`src/rtl/frame_reader_if.sv`:
```
// Pixel-consumer and frame-buffer read-port signals of the frame reader.
// The slave modport is the frame reader's view; master is the surrounding system.
interface frame_reader_if;
   logic        frame_start;
   logic        pix_rd;
   logic        pix_valid;
   logic [7:0]  color;
   logic [7:0]  VGA_R;
   logic [7:0]  VGA_G;
   logic [7:0]  VGA_B;
   logic        rd_en;
   logic [18:0] rd_addr;
   logic [7:0]  rd_data;
   logic        underflow;

   modport master (
      output frame_start, pix_rd, rd_data,
      input  pix_valid, color, VGA_R, VGA_G, VGA_B, rd_en, rd_addr, underflow
   );

   modport slave (
      input  frame_start, pix_rd, rd_data,
      output pix_valid, color, VGA_R, VGA_G, VGA_B, rd_en, rd_addr, underflow
   );
endinterface

```
`src/rtl/frame_reader.sv`:
```
// Frame-buffer scan-out: sequential RGB332 fetch into a show-ahead FIFO, expanded to 8:8:8 VGA colour.
// A pixel is visible RD_LAT+1 cycles after its read; fetching stalls while FIFO plus in-flight reads fill FIFO_DEPTH.
module frame_reader #(
   parameter int H_RES      = 640,
   parameter int V_RES      = 480,
   parameter int FIFO_DEPTH = 16,
   parameter int RD_LAT     = 2
) (
   input logic           clk,
   input logic           r,
   frame_reader_if.slave bus
);
   localparam int          AW        = $clog2(FIFO_DEPTH);
   localparam int          CW        = AW + 1;
   localparam logic [18:0] LAST_ADDR = 19'(H_RES * V_RES - 1);

   typedef enum logic {ST_FETCH, ST_DONE} state_t;

   state_t            r_state;
   state_t            w_state_nxt;
   logic [18:0]       r_addr;
   logic [RD_LAT-1:0] r_vld;
   logic [RD_LAT:0]   w_vld_shift;
   logic [7:0]        r_mem [FIFO_DEPTH];
   logic [AW-1:0]     r_wptr;
   logic [AW-1:0]     r_rptr;
   logic [CW-1:0]     r_count;
   logic [CW-1:0]     w_inflight;
   logic [CW:0]       w_occupancy;
   logic              r_underflow;
   logic              w_credit_ok;
   logic              w_rd_en;
   logic              w_push;
   logic              w_pop;
   logic              w_pix_valid;
   logic [7:0]        w_color;

   // Credit: every issued read owns a FIFO slot until it is popped, so a push never meets a full FIFO.
   always_comb begin
      w_inflight = '0;
      for (int i = 0; i < RD_LAT; i++) begin
         w_inflight = w_inflight + CW'(r_vld[i]);
      end
   end

   assign w_occupancy = {1'b0, r_count} + {1'b0, w_inflight};
   assign w_credit_ok = (w_occupancy < (CW+1)'(FIFO_DEPTH));

   always_ff @(posedge clk or negedge r) begin
      if (!r) begin
         r_state <= ST_FETCH;
      end else begin
         r_state <= w_state_nxt;
      end
   end

   always_comb begin
      w_state_nxt = r_state;
      if (bus.frame_start) begin
         w_state_nxt = ST_FETCH;
      end else if ((r_state == ST_FETCH) && w_rd_en && (r_addr == LAST_ADDR)) begin
         w_state_nxt = ST_DONE;
      end
   end

   // Gated by the reset input so the read port is quiet while reset is held.
   always_comb begin
      w_rd_en = 1'b0;
      if (r && (r_state == ST_FETCH) && !bus.frame_start && w_credit_ok) begin
         w_rd_en = 1'b1;
      end
   end

   always_ff @(posedge clk or negedge r) begin
      if (!r) begin
         r_addr <= '0;
      end else if (bus.frame_start) begin
         r_addr <= '0;
      end else if (w_rd_en && (r_addr != LAST_ADDR)) begin
         r_addr <= r_addr + 19'd1;
      end
   end

   // Top bit of the shift vector is the read whose data is on rd_data this cycle.
   assign w_vld_shift = {r_vld, w_rd_en};
   assign w_push      = w_vld_shift[RD_LAT] && !bus.frame_start;
   assign w_pix_valid = (r_count != '0);
   assign w_pop       = bus.pix_rd && w_pix_valid && !bus.frame_start;

   always_ff @(posedge clk or negedge r) begin
      if (!r) begin
         r_vld <= '0;
      end else if (bus.frame_start) begin
         r_vld <= '0;
      end else begin
         r_vld <= w_vld_shift[RD_LAT-1:0];
      end
   end

   always_ff @(posedge clk) begin
      if (w_push) begin
         r_mem[r_wptr] <= bus.rd_data;
      end
   end

   always_ff @(posedge clk or negedge r) begin
      if (!r) begin
         r_wptr  <= '0;
         r_rptr  <= '0;
         r_count <= '0;
      end else if (bus.frame_start) begin
         r_wptr  <= '0;
         r_rptr  <= '0;
         r_count <= '0;
      end else begin
         if (w_push) begin
            r_wptr <= r_wptr + AW'(1);
         end
         if (w_pop) begin
            r_rptr <= r_rptr + AW'(1);
         end
         case ({w_push, w_pop})
            2'b10:   r_count <= r_count + CW'(1);
            2'b01:   r_count <= r_count - CW'(1);
            default: r_count <= r_count;
         endcase
      end
   end

   always_ff @(posedge clk or negedge r) begin
      if (!r) begin
         r_underflow <= 1'b0;
      end else if (bus.frame_start) begin
         r_underflow <= 1'b0;
      end else if (bus.pix_rd && !w_pix_valid) begin
         r_underflow <= 1'b1;
      end
   end

   assign w_color = w_pix_valid ? r_mem[r_rptr] : 8'h00;

   assign bus.pix_valid = w_pix_valid;
   assign bus.color     = w_color;
   assign bus.VGA_R     = {w_color[7:5], w_color[7:5], w_color[7:6]};
   assign bus.VGA_G     = {w_color[4:2], w_color[4:2], w_color[4:3]};
   assign bus.VGA_B     = {4{w_color[1:0]}};
   assign bus.rd_en     = w_rd_en;
   assign bus.rd_addr   = r_addr;
   assign bus.underflow = r_underflow;
endmodule

```
`src/flat_wrapper.sv`:
```
// flat-port wrapper written by rule: the top's interface ports become plain ports
module frame_reader_flat 
#(
   parameter int H_RES      = 640,
   parameter int V_RES      = 480,
   parameter int FIFO_DEPTH = 16,
   parameter int RD_LAT     = 2
)
  (clk, r, bus_frame_start, bus_pix_rd, bus_rd_data, bus_pix_valid, bus_color, bus_VGA_R, bus_VGA_G, bus_VGA_B, bus_rd_en, bus_rd_addr, bus_underflow);
  frame_reader_if bus_i ();
  input logic clk;
  input logic r;
  input wire logic [$bits(bus_i.frame_start)-1:0] bus_frame_start;
  input wire logic [$bits(bus_i.pix_rd)-1:0] bus_pix_rd;
  input wire logic [$bits(bus_i.rd_data)-1:0] bus_rd_data;
  output wire logic [$bits(bus_i.pix_valid)-1:0] bus_pix_valid;
  output wire logic [$bits(bus_i.color)-1:0] bus_color;
  output wire logic [$bits(bus_i.VGA_R)-1:0] bus_VGA_R;
  output wire logic [$bits(bus_i.VGA_G)-1:0] bus_VGA_G;
  output wire logic [$bits(bus_i.VGA_B)-1:0] bus_VGA_B;
  output wire logic [$bits(bus_i.rd_en)-1:0] bus_rd_en;
  output wire logic [$bits(bus_i.rd_addr)-1:0] bus_rd_addr;
  output wire logic [$bits(bus_i.underflow)-1:0] bus_underflow;
  assign bus_i.frame_start = bus_frame_start;
  assign bus_i.pix_rd = bus_pix_rd;
  assign bus_i.rd_data = bus_rd_data;
  assign bus_pix_valid = bus_i.pix_valid;
  assign bus_color = bus_i.color;
  assign bus_VGA_R = bus_i.VGA_R;
  assign bus_VGA_G = bus_i.VGA_G;
  assign bus_VGA_B = bus_i.VGA_B;
  assign bus_rd_en = bus_i.rd_en;
  assign bus_rd_addr = bus_i.rd_addr;
  assign bus_underflow = bus_i.underflow;
  frame_reader #(.H_RES(H_RES), .V_RES(V_RES), .FIFO_DEPTH(FIFO_DEPTH), .RD_LAT(RD_LAT)) u_core (.clk(clk), .r(r), .bus(bus_i));
endmodule
```
`config.mk`:
```
export PLATFORM = sky130hd
export DESIGN_NAME = frame_reader_flat
export DESIGN_NICKNAME = d
export VERILOG_FILES = /design/src/rtl/frame_reader_if.sv /design/src/rtl/frame_reader.sv /design/src/flat_wrapper.sv
export SDC_FILE = /design/constraint.sdc
export NUM_CORES = 1
export LEC_CHECK = 0
export ABC_CLOCK_PERIOD_IN_PS = 4000
export CAP_MARGIN = 20
export CORE_ASPECT_RATIO = 0.75
export CORE_UTILIZATION = 52
export CTS_BUF_LIST = sky130_fd_sc_hd__clkbuf_4 sky130_fd_sc_hd__clkbuf_8
export DETAILED_ROUTE_END_ITERATION = 10
export MAX_ROUTING_LAYER = met4
export PLACE_DENSITY = 0.7
export SETUP_SLACK_MARGIN = 0.2
export SYNTH_ARGS = -nofsm -noshare
export SYNTH_HDL_FRONTEND = slang
export SYNTH_SLANG_ARGS = --single-unit
```
`constraint.sdc`:
```
create_clock -name clk -period 4 [get_ports clk]
set_input_delay 1 -clock clk [delete_from_list [all_inputs] [get_ports clk]]
set_output_delay 1 -clock clk [all_outputs]
set_load 0.1 [all_outputs]
```
Word level (Yosys, flattened, before mapping)
Memories as Yosys holds them, arrays and structs flattened.
Index checks and enable logic that the tools add are counted.
W data, S select, Z words.
{"block": "word_totals", "ff_bits": 36, "latch_bits": 0, "ramBits": 128, "romBits": 0, "in_bits": 12, "output_inout_bits": 54, "word_cells": 57, "memories": 1}
{"memory": "u_core.r_mem", "depth": 16, "word_bits": 8, "read_ports": 1, "rd_clocked_by_memory_dff": 0, "wr": 1, "line": "frame_reader.sv:24", "text": "logic [7:0] r_mem [FIFO_DEPTH];"}
{"block": "op_classes", "n_addsub": 7, "mul": 0, "div": 0, "magnitude_cmp": 1, "eq_ne": 4, "shifts": 0, "muxes": 17, "n_bitwise": 1, "reduce_logical": 19}
{"cell": "$mux W19", "count": 2}
{"cell": "$add A19 B1 Y19 const B", "count": 1}
{"cell": "$eq A19 B19 Y1 const B", "count": 1}
{"cell": "$ne A19 B19 Y1 const B", "count": 1}
{"cell": "$mux W4", "count": 4}
{"cell": "$logic_and A1 B1 Y1", "count": 10}
{"cell": "$pmux W5 S2", "count": 1}
{"cell": "$reduce_bool A2 Y1", "count": 5}
{"cell": "$add A4 B1 Y4 const B", "count": 2}
{"cell": "$mux W8", "count": 1}
{"cell": "$mux W1", "count": 7}
{"cell": "$add A5 B5 Y6", "count": 1}
{"cell": "$lt A6 B5 Y1 const B", "count": 1}
{"cell": "$add A5 B1 Y5 const B", "count": 1}
{"cell": "$mux W5", "count": 1}
{"cell": "$reduce_bool A5 Y1", "count": 1}
{"cell": "$sub A5 B1 Y5 const B", "count": 1}
{"cell": "$reduce_bool A3 Y1", "count": 1}
{"cell": "$add A1 B1 Y2", "count": 1}
{"cell": "$eq A2 B1 Y1 const B", "count": 1}
{"cell": "$eq A2 B2 Y1 const B", "count": 1}
{"cell": "$logic_not A1 Y1", "count": 2}
{"cell": "$mux W2", "count": 1}
{"cell": "$not A1 Y1", "count": 1}

Logic depth before layout (Yosys ltp)
{"block": "logic_depth", "word_depth": 9, "depth_mapped": 11, "depth_no_buf": 10}

Worst setup path after synthesis
Ideal clock, no wire load.
{"block": "synth_path", "path_type": "register to output", "start": "register u_core.r_count[1]", "end": "output port bus_VGA_B[2]", "arrival_ns": 5.029, "t_required_ns": 3.000, "setup_slack_ns": -2.029, "path_stages_with_launch": 6, "n_path_buf": 1, "path_cell_list": "dfrtp_1 or4_1 nand2b_1 clkinv_1 a211oi_1 buf_4"}
{"block": "synth_between", "elab_chain_cells": 2}
{"element": "start, declared", "line": "frame_reader.sv:27", "text": "logic [CW-1:0] r_count;"}
{"element": "start signal, assigned", "line": "frame_reader.sv:123", "text": "2'b10: r_count <= r_count + CW'(1);"}
{"element": "start signal, assigned", "line": "frame_reader.sv:124", "text": "2'b01: r_count <= r_count - CW'(1);"}
{"element": "start signal, assigned", "line": "frame_reader.sv:125", "text": "default: r_count <= r_count;"}
{"element": "$reduce_bool A5 Y1", "line": "frame_reader.sv:87", "text": "assign w_pix_valid = (r_count != '0);"}
{"element": "via bus_pix_valid", "line": "flat_wrapper.sv:16", "text": "output wire logic [$bits(bus_i.pix_valid)-1:0] bus_pix_valid;"}
{"element": "$mux W8", "line": "frame_reader.sv:140", "text": "assign w_color = w_pix_valid ? r_mem[r_rptr] : 8'h00;"}
{"element": "end, declared", "line": "flat_wrapper.sv:20", "text": "output wire logic [$bits(bus_i.VGA_B)-1:0] bus_VGA_B;"}
The timed path passes the listed nets, and every way through them passes these cells.

Final worst setup path
{"block": "layout_path", "start": "register u_core.r_rptr[0]", "end": "output port bus_color[2]"}
{"block": "layout_between", "elab_chain_cells": 2}
{"element": "start, declared", "line": "frame_reader.sv:26", "text": "logic [AW-1:0] r_rptr;"}
{"element": "start signal, assigned", "line": "frame_reader.sv:120", "text": "r_rptr <= r_rptr + AW'(1);"}
{"element": "$mem_v2 Z16 W8"}
{"element": "$mux W8", "line": "frame_reader.sv:140"}
{"element": "end, declared", "line": "flat_wrapper.sv:17", "text": "output wire logic [$bits(bus_i.color)-1:0] bus_color;"}
Every way passes these cells.

==> summary.txt <==
Status
  • Outcome: finished with violations
  • Violated checks: design-rule violations

Setup path
  • Crit-path max FO: 25
  • Setup slack, reg-to-reg: 950 ps
  • Most used cell, CP: buf_12
  • CP arrival: 2670 ps
  • Crit path largest cell delay: 570 ps
  • Crit Path Class: register to primary output
  • Worst reg2reg path depth: 9
  • Crit. End Element: primary output
  • Critical Path Source Type: register
  • CP Cell Sequence: buf_12 -> mux2i_1 -> o22ai_1 -> o32ai_1 -> a211oi_4 -> buf_12 -> buf_12
  • Crit-path slowest cell: dfrtp_4
  • Critical path data required time: 3000 ps

Yosys
  • Count of cell types in the netlist: between 50 and 60
  • Synth cell count leaders: 128 x edfxtp_1, 36 x dfrtp_1, 34 x mux2i_1
  • Cells after synthesis: 489
  • Post-synth EDFFs: 128
  • Syn Nets: 511
  • Mapped Avg Cell Area: 14.8 µm²
  • Ys flop type: edfxtp_1
  • Mapped cell area: a little over 7000 µm²
  • Yosys warnings: 0
  • Area share of the largest cell type after synthesis: approximately 53%
  • Yosys reg bits: 164
  • FFs w/ async S/R, synth: between 20% and 30%
  • Seq/Total Area, Yosys: approximately two thirds
  • Cell taking the most area after synthesis: edfxtp_1
  • Ranking of synthesized cells by area: edfxtp_1 53%, dfrtp_1 12%, mux4_2 5.0%
  • Most common cell in the netlist: edfxtp_1

STA
  • Minimum clock period: ~3700 ps
  • Hold Vio Cnt, Final: 0
  • Max Fclk: 273 MHz
  • Slew HR: 34.2%
  • Setup TNS: 0 ps
  • Setup ws final: 334 ps
  • Worst slew pin tran: 984 ps
  • Tcrit/Tclk final: 91.7%
  • Final Slew Violations: 0
  • Setup Viol. Count Final: 0
  • RSZ-0062 raised after global routing: no
  • Worst Skew: 15.6 ps

Floorplan
  • Vert. Die Dim: 104 µm
  • I/O pin count: 66
  • Die width: 138 µm
  • Core ar.: about 13000 µm²
  • Starting density of the core: about 55%
  • Full die area: 14400 µm²
  • Core Rows: 36

Place
  • Final GP Congestion: ~0.84
  • HPWL after DPL: 10.4 mm
  • Worst slack, placed: 349 ps
  • Post-place instance area: 8320 µm²
  • Cells after DPL: 682
  • IO buf count: 65

Cells and area
  • Multi-input gate area: about 2300 µm²
  • Design area: around 8800 µm²
  • N_diodes: 0
  • # fillers: 875
  • Non-filler cells, final: 720
  • Area growth, synth to finish: 21.9%
  • Seq. cell area: 4750 µm²
  • Layout cells sized above 1: 21.5%
  • Nets@finish: 558

Route
  • Drt pass-1 iters: 7
  • Drt via density: 6.05
  • DRT Wirelength: 15.0 mm
  • DRC: 16
  • Routed Antenna Nets: 0
  • Number of DRC markers in iteration 0: 444
  • DR WL/cell: 20.8 µm
  • Vias after detailed routing: between 4000 and 5000

Global routing
  • Initial antenna violation count: 0
  • Largest net degree at the start of global routing: 37
  • First-pass GRT wire length: 23.3 mm
  • Total Routing Usage GR: 22.7%
  • Total gr overflow: 0
  • Vias in the first global route: 4194

Power and ir drop
  • Leak pwr: 3.03 nW
  • Peak VDD IR: 459 µV
  • Power per cell area: 813 nW/µm²
  • Power Total: approximately 7 mW

Clock network
  • # clock sinks: roughly 160
  • Reg clk slew, reported paths: 90 ps
  • Hold Buf Count CTS: 0
  • Clock Latency Late Sink: 460 ps
  • CTS buffer count: 17
  • Max Root-Sink Buffers: 2
  • CTS tree: yes
  • Root Buffer: clkbuf_8
  • # H-tree levels: 4

Min path
  • Hold Path Depth: 1
  • Hold Path Class: register to register

Run
  • Maxcap violations: 0
worst max-delay path, delay by kind of cell, from the launching register on:
family          cells  cell delay [ps]
mux                 1              310
flops               1              570
compound gates      3              740
buf+inv             3              580
cell families (layout without fill, tap and decap cells):
family,count (synthesis),count (layout),synth area share (%)
adders and majority gates,10,10,1.72
DFF,164,164,65.4
buffers and inverters,62,122,4.90
AOI/OAI and AO/OA,86,86,8.16
and+or+nand+nor,103,103,8.34
muxes,53,53,10.2
xor gates and xnor gates,11,11,1.33
worst paths after layout:
kind / end / start
max: bus_color[2] / u_core.r_rptr[0]$_DFFE_PN0P_
min: u_core.bus.rd_addr[4]$_DFFE_PN0P_ / u_core.bus.rd_addr[4]$_DFFE_PN0P_
max reg2reg: u_core.r_count[4]$_DFFE_PN0P_ / u_core.r_count[1]$_DFFE_PN0P_
min reg2reg: u_core.bus.rd_addr[4]$_DFFE_PN0P_ / u_core.bus.rd_addr[4]$_DFFE_PN0P_
max in group asynchronous: u_core.r_rptr[0]$_DFFE_PN0P_ / r
min in group asynchronous: u_core.bus.rd_addr[2]$_DFFE_PN0P_ / r
cell type report:
cell class	instances	area share, %
tap	171	2.42
inverter	12	0.523
clock inverter	14	1.78
sequential	164	53.7
multi-input combinational	263	25.7
clock buffer	18	2.73
timing repair buffer	78	13.2
routing by layer:
metal  up-vias  part of all wire [%]  global-route usage (%)
met4         0                  0.95                    6.50
met5         -                     0                       -
met2       145                    46                    32.8
met3        16                   5.7                    5.52
met1      2217                    47                    32.0
li1       1976                     -                       -
power by group:
part	total (mW)	leakage, nW	internal (mW)	switching (mW)
logic	4.02	1.18	1.42	2.60
registers	1.95	1.64	1.88	0.0718
clock network	1.23	0.209	0.581	0.646
total	7.19	3.03	3.88	3.32
state kept, by name, indices dropped and copies added, names as in the netlist:
register,flops
u_core.r_count,5
u_core.r_mem,128
u_core.bus.underflow,1
u_core.r_state,1
u_core.bus.rd_addr,19
u_core.r_wptr,4
u_core.r_rptr,4
u_core.r_vld,2
placed cells by master (no fill, tap or decap), types with 9 or more instances in the layout:
master           netlist  final
edfxtp_1             128    128
buf_12                 0     41
dfrtp_1               36     35
mux2i_1               34     34
clkdlybuf4s50_1        0     30
nor2_1                21     21
and2_1                18     18
a21oi_1               17     17
clkbuf_8               0     17
mux4_2                16     16
nand3_1               12     12
or4_1                 11     11
inv_1                 11     11
nand2_1               11     10
o31ai_1               10     10
ha_1                  10     10
inv_6                  0      9
metrics by stage:
stage	util, %	hold slack, ps
4_1_cts	66.0	503
2_1_floorplan	-	471
3_3_place_gp	62.6	482
3_5_place_dp	62.6	491
5_1_grt	66.6	529
6_report	66.6	508
timing repair:
action	CTS	global route
setup endpoints to repair	29	20
gates resized for setup	2	1
buffers inserted	2	4
pin swaps	2	4
No activity file was read; power rests on OpenSTA's default activity.
